==> src/rtl/bce_pkg.sv <==
// bce_pkg: branch function codes, sequencer states and code classification helpers
// shared by the branch condition evaluator and the PC sequencer.
package bce_pkg;

    localparam logic [3:0] BF_BLTZ  = 4'b0010;
    localparam logic [3:0] BF_BGEZ  = 4'b0011;
    localparam logic [3:0] BF_BEQ   = 4'b1000;
    localparam logic [3:0] BF_BEQL  = 4'b1001;
    localparam logic [3:0] BF_BNE   = 4'b1010;
    localparam logic [3:0] BF_BNEL  = 4'b1011;
    localparam logic [3:0] BF_BLEZ  = 4'b1100;
    localparam logic [3:0] BF_BLEZL = 4'b1101;
    localparam logic [3:0] BF_BGTZ  = 4'b1110;
    localparam logic [3:0] BF_BGTZL = 4'b1111;

    typedef enum logic {BOOT, RUN} state_e;

    // Legal set is 0010, 0011 and the whole 1xxx range.
    function automatic logic is_legal_bf(input logic [3:0] bf);
        return bf[3] | (bf[3:1] == 3'b001);
    endfunction

    function automatic logic is_likely(input logic [3:0] bf);
        return bf[3] & bf[0];
    endfunction

endpackage

==> src/rtl/sat_counter.sv <==
// sat_counter: W-bit up counter that sticks at all-ones; clear beats increment.
module sat_counter #(
    parameter int W = 16
) (
    input  logic         clk,
    input  logic         rst,
    input  logic         clr_i,
    input  logic         inc_i,
    output logic [W-1:0] cnt_o
);

    logic [W-1:0] cnt_q;
    logic [W-1:0] cnt_d;

    always_comb cnt_d = clr_i ? '0 : (inc_i & ~&cnt_q) ? cnt_q + {{(W-1){1'b0}}, 1'b1} : cnt_q;

    always_ff @(posedge clk) begin
        if (rst) cnt_q <= '0;
        else     cnt_q <= cnt_d;
    end

    assign cnt_o = cnt_q;

endmodule

==> src/rtl/branch_pc_unit.sv <==
// branch_pc_unit: fetch PC sequencer fed by the branch condition unit; issues
// redirects, delay-slot kill/annul strobes and branch statistics.
module branch_pc_unit
    import bce_pkg::*;
#(
    parameter logic [31:0] RESET_PC   = 32'hBFC0_0000,
    parameter logic [31:0] EXC_VECTOR = 32'hBFC0_0180,
    parameter int          CNT_W      = 16
) (
    input  logic             clk,
    input  logic             rst,
    input  logic             stall_i,
    input  logic             exc_i,
    input  logic             br_valid_i,
    input  logic [3:0]       bf_i,
    input  logic             bcres_i,
    input  logic [31:0]      br_target_i,
    input  logic             jmp_valid_i,
    input  logic [31:0]      jmp_target_i,
    input  logic             cnt_clr_i,
    output logic [31:0]      pc_o,
    output logic             pc_valid_o,
    output logic             kill_id_o,
    output logic             annul_ex_o,
    output logic [CNT_W-1:0] br_cnt_o,
    output logic [CNT_W-1:0] tk_cnt_o,
    output logic             bad_op_o
);

    state_e      state_q;
    logic [31:0] pc_q, pc_d;
    logic        pc_valid_q;
    logic        kill_q, kill_d;
    logic        annul_q, annul_d;
    logic        bad_op_q;

    logic run, take, likely_nt, cnt_en, bad_set;

    assign run       = (state_q == RUN);
    assign take      = br_valid_i & bcres_i;
    assign likely_nt = br_valid_i & is_likely(bf_i) & ~bcres_i;
    assign cnt_en    = run & br_valid_i & ~stall_i & ~exc_i;
    assign bad_set   = run & ~stall_i & br_valid_i & (~is_legal_bf(bf_i) | jmp_valid_i);

    // Redirect priority: exception, stall, jump, taken branch, sequential.
    always_comb begin
        pc_d    = pc_q + 32'd4;
        kill_d  = 1'b0;
        annul_d = 1'b0;
        if (exc_i) begin
            pc_d    = EXC_VECTOR;
            kill_d  = 1'b1;
            annul_d = 1'b1;
        end else if (stall_i) begin
            pc_d = pc_q;
        end else if (jmp_valid_i) begin
            pc_d   = jmp_target_i;
            kill_d = 1'b1;
        end else if (take) begin
            pc_d   = br_target_i;
            kill_d = 1'b1;
        end else begin
            annul_d = likely_nt;
        end
    end

    // BOOT spends one cycle presenting RESET_PC as invalid, then fetches it for real.
    always_ff @(posedge clk) begin
        if (rst) begin
            state_q    <= BOOT;
            pc_q       <= RESET_PC;
            pc_valid_q <= 1'b0;
            kill_q     <= 1'b0;
            annul_q    <= 1'b0;
            bad_op_q   <= 1'b0;
        end else if (state_q == BOOT) begin
            state_q    <= RUN;
            pc_valid_q <= 1'b1;
            kill_q     <= 1'b0;
            annul_q    <= 1'b0;
        end else begin
            pc_q     <= pc_d;
            kill_q   <= kill_d;
            annul_q  <= annul_d;
            bad_op_q <= bad_op_q | bad_set;
        end
    end

    sat_counter #(.W(CNT_W)) u_br_cnt (
        .clk   (clk),
        .rst   (rst),
        .clr_i (cnt_clr_i),
        .inc_i (cnt_en),
        .cnt_o (br_cnt_o)
    );

    sat_counter #(.W(CNT_W)) u_tk_cnt (
        .clk   (clk),
        .rst   (rst),
        .clr_i (cnt_clr_i),
        .inc_i (cnt_en & take),
        .cnt_o (tk_cnt_o)
    );

    assign pc_o       = pc_q;
    assign pc_valid_o = pc_valid_q;
    assign kill_id_o  = kill_q;
    assign annul_ex_o = annul_q;
    assign bad_op_o   = bad_op_q;

endmodule

==> config.mk <==
export PLATFORM = sky130hd
export DESIGN_NAME = branch_pc_unit
export DESIGN_NICKNAME = d
export VERILOG_FILES = /design/src/rtl/bce_pkg.sv /design/src/rtl/sat_counter.sv /design/src/rtl/branch_pc_unit.sv
export SDC_FILE = /design/constraint.sdc
export NUM_CORES = 1
export LEC_CHECK = 0
export ABC_AREA = 0
export CORE_ASPECT_RATIO = 0.8
export CORE_MARGIN = 1
export CORE_UTILIZATION = 52
export CTS_BUF_LIST = sky130_fd_sc_hd__clkbuf_8
export DETAILED_ROUTE_END_ITERATION = 8
export DONT_BUFFER_PORTS = 1
export PLACE_DENSITY = 0.71
export SETUP_SLACK_MARGIN = 0.15
export SLEW_MARGIN = 20
export SYNTH_ARGS = -nofsm -noshare
export SYNTH_HDL_FRONTEND = slang
export SYNTH_SLANG_ARGS = --single-unit
==> constraint.sdc <==
create_clock -name clk -period 2.45 [get_ports clk]
set_input_delay 0.49 -clock clk [delete_from_list [all_inputs] [get_ports clk]]
set_output_delay 0.49 -clock clk [all_outputs]
set_load 0.05 [all_outputs]
==> results.yml <==
cells_and_area:
  drive_gt1_frac: 0.1756
  n_antenna_cell: 0
  instances_no_fill: 703
  nNetsFinal: 673
  area_growth_pct: 18.10
logic_synthesis:
  syn_area_per_cell_um2: 7.700
  synth-seq-area-share: 0.3297
  synth_ff_type: "dfxtp_1"
  ys_async_sr_fraction: 0
  synth.most_common_cell: "dfxtp_1"
  syn_area_um2: 4189
  yosysTopAreaCell: "dfxtp_1"
  yosysTopAreaCellShare: 0.3297
  synth_seq_cells: 69
  synth_warnings: 0
  synth_edf_count: 0
  yosysUniqueCellTypes: 68
  synthCells: 544
  synth_area_leaders: "dfxtp_1 33%, o21ai_0 5.1%, nor2_1 4.8%"
  synth_common_cells: "69 x dfxtp_1, 54 x nor2_1, 51 x nand2_1, 43 x o21ai_0, 39 x a21oi_1"
  synth_nets: 623
worst_setup_path:
  end_kind: "flip-flop"
  required_ps: 2700
  crit_path_max_incr_delay_ps: 570
  crit_fanout: 8
  cp_top_family: "simple AND/OR/NAND/NOR gates"
  critPathKind: "reg -> reg"
  worstPathCellList: "and4_4 > nand4_1 > nand2b_2 > or4_1 > a31o_1"
  cp.arrival_ps: 2340
  rrSetupSlack_ps: 360
  cp_slowest_cell: "dfxtp_2"
  critPathBufInv: 0
  cp-start-kind: "flip-flop"
power:
  p_int_w: 0.001739
  sequentialPowerShare: 0.485
  leakagePower_nw: 1.812
  combPwrFrac: 0.121
  p_sw_frac: 0.2854
  p_clk_frac: 0.394
  worst_ir_drop_vdd_uv: 292.2
  powerDensity_nw_per_um2: 492.0
  switchingPower_w: 0.0006946
grt:
  antenna_found_initial: 0
  overflow: 0
  grt_pass1_vias: 3994
  grt_pass1_wl_mm: 19.88
  track_usage: 0.3060
  grt_max_degree: 75
drt:
  wl_per_cell_um: 18.12
  avgViaCountPerCell: 6.287
  drc: 0
  drt_first_pass_iters: 5
  finalWirelength_mm: 12.74
  ant_nets: 0
  vias: 4420
  drt_iter0_markers: 261
timing:
  worst_pin_slew_ps: 755.7
  period_share: 0.8532
  fmax_ghz: 0.4784
  fin_worst_skew_ps: 12.87
  finalCriticalPeriod_ps: 2090
  rsz0062_at_grt: "no"
  hold_viol: 0
  fin_ws_ps: 359.6
  timing.slew.headroom: 0.4943
  setup_violations: 0
  setup_tns_ps: 0
  report.final.slew_viol_count: 0
worst_hold_path:
  hold_class: "in -> reg"
floorplanning:
  die_h_um: 82.28
  dieWidth_um: 102.4
  rows: 28
  start_util: 0.5510
  fp.coreArea_um2: 7602
  die-area_um2: 8421
  io_pins: 144
clock_tree:
  cts.sink_count: 69
  cts.root.buffer_cell: "clkbuf_8"
  cts_max_path_buffers: 2
  ctsHoldBuffers: 0
  clock_latency_ps: 350
  post_cts_buffers: 0
  cts_resized: 0
  htree_levels: 3
  cts_made_buffers: 9
  cts_tree: "done"
  clkSlewWorstSetupHoldPaths_ps: 80
outcome:
  status: "completed"
placed_design:
  numPlacedInstances: 688
  portBuffers: 0
  place_ws_ps: 389.2
  place_congestion: 0.8776
  hpwl_mm: 9.388
run:
  drv_cap: 0
[cell usage in the layout, fill, tap and decap left out, drive strengths merged, types with 3 or more instances in the layout]
master and n:
clkbuf 10, inv 7, buf 73, a32oi 6, xnor2 22, ha 3, dfxtp 69, nand2 51
mux2i 7, a22oi 8, nand3 27, nand2b 12, and3 11, nor2 54, a21oi 39, a31oi 8
nor4 7, o21ai 44, xor2 9, a32o 3, and2 6, nand4 21, a2111oi 4, or3 7
and4 8, nor2b 5, a211o 3, a21o 3, o31ai 6, or4 6, nor3b 5, nor3 16
[power groups by stage]
stage               logic, W  clock network [W]  registers (W)
finish              0.000294           0.000959        0.00118
global route        0.000318            0.00102        0.00118
CTS                 0.000291           0.000971        0.00118
detailed placement  0.000290                  0        0.00121
global placement    0.000286                  0        0.00120
floorplan           0.000171                  0        0.00126
[area by class of cell]
cell class / instances / area [um^2]
fillers: 671 / 2655
clock buffers: 10 / 137.6
repair buffers: 73 / 548.0
well taps: 105 / 131.4
inverters: 6 / 22.52
clock inverters: 5 / 60.06
multi-input cells: 435 / 2663
flip-flops and latches: 69 / 1385
[registers in the layout (all words and copies together), names as in the netlist]
register        count
annul_ex_o          1
bad_op_o            1
kill_id_o           1
pc_o               32
pc_valid_o          1
run                 1
u_br_cnt.cnt_o     16
u_tk_cnt.cnt_o     16
[through the flow]
step / instance area (um^2) / power [W] / utilization / hold slack [ps]
2_1_floorplan: 4193 / 0.001435 / - / 480.4
3_3_place_gp: 4750 / 0.001491 / 0.6248 / 503.6
3_5_place_dp: 4750 / 0.001496 / 0.6248 / 509.8
4_1_cts: 4947 / 0.002442 / 0.6508 / 185.6
5_1_grt: 4947 / 0.002525 / 0.6508 / 175.2
6_report: 4947 / 0.002434 / 0.6508 / 202.5
[cell families after synthesis]
| logic type | share of synthesized area |
|---|---|
| XOR/XNOR | 0.06481 |
| AO/OA/AOI/OAI | 0.2228 |
| adder cells (fa/ha/maj) | 0.008962 |
| AND/OR/NAND/NOR | 0.3208 |
| flip-flops | 0.3297 |
| multiplexers | 0.01673 |
| buffers and inverters | 0.03614 |
[metal layers]
layer | vias up | track usage | wire length (um)
li1 | 2120 | - | -
met1 | 2084 | 0.3971 | 5704
met2 | 205 | 0.4906 | 5724
met3 | 11 | 0.1019 | 1217
met4 | 0 | 0.07571 | 91
met5 | - | 0 | 0
[path summary, 6_finish.rpt]
check / startpoint / to / cells after the start
worst min register to register: u_tk_cnt.cnt_o[2]$_SDFFE_PP0P_ / u_tk_cnt.cnt_o[2]$_SDFFE_PP0P_ / 2
worst min-delay path: rst / pc_o[17]$_SDFFE_PP0P_ / 1
worst max register to register: pc_o[16]$_SDFFE_PP0P_ / pc_o[29]$_SDFFE_PP1P_ / 5
worst max-delay path: pc_o[16]$_SDFFE_PP0P_ / pc_o[29]$_SDFFE_PP1P_ / 5
Note: power is estimated with default switching activity, not from simulation.
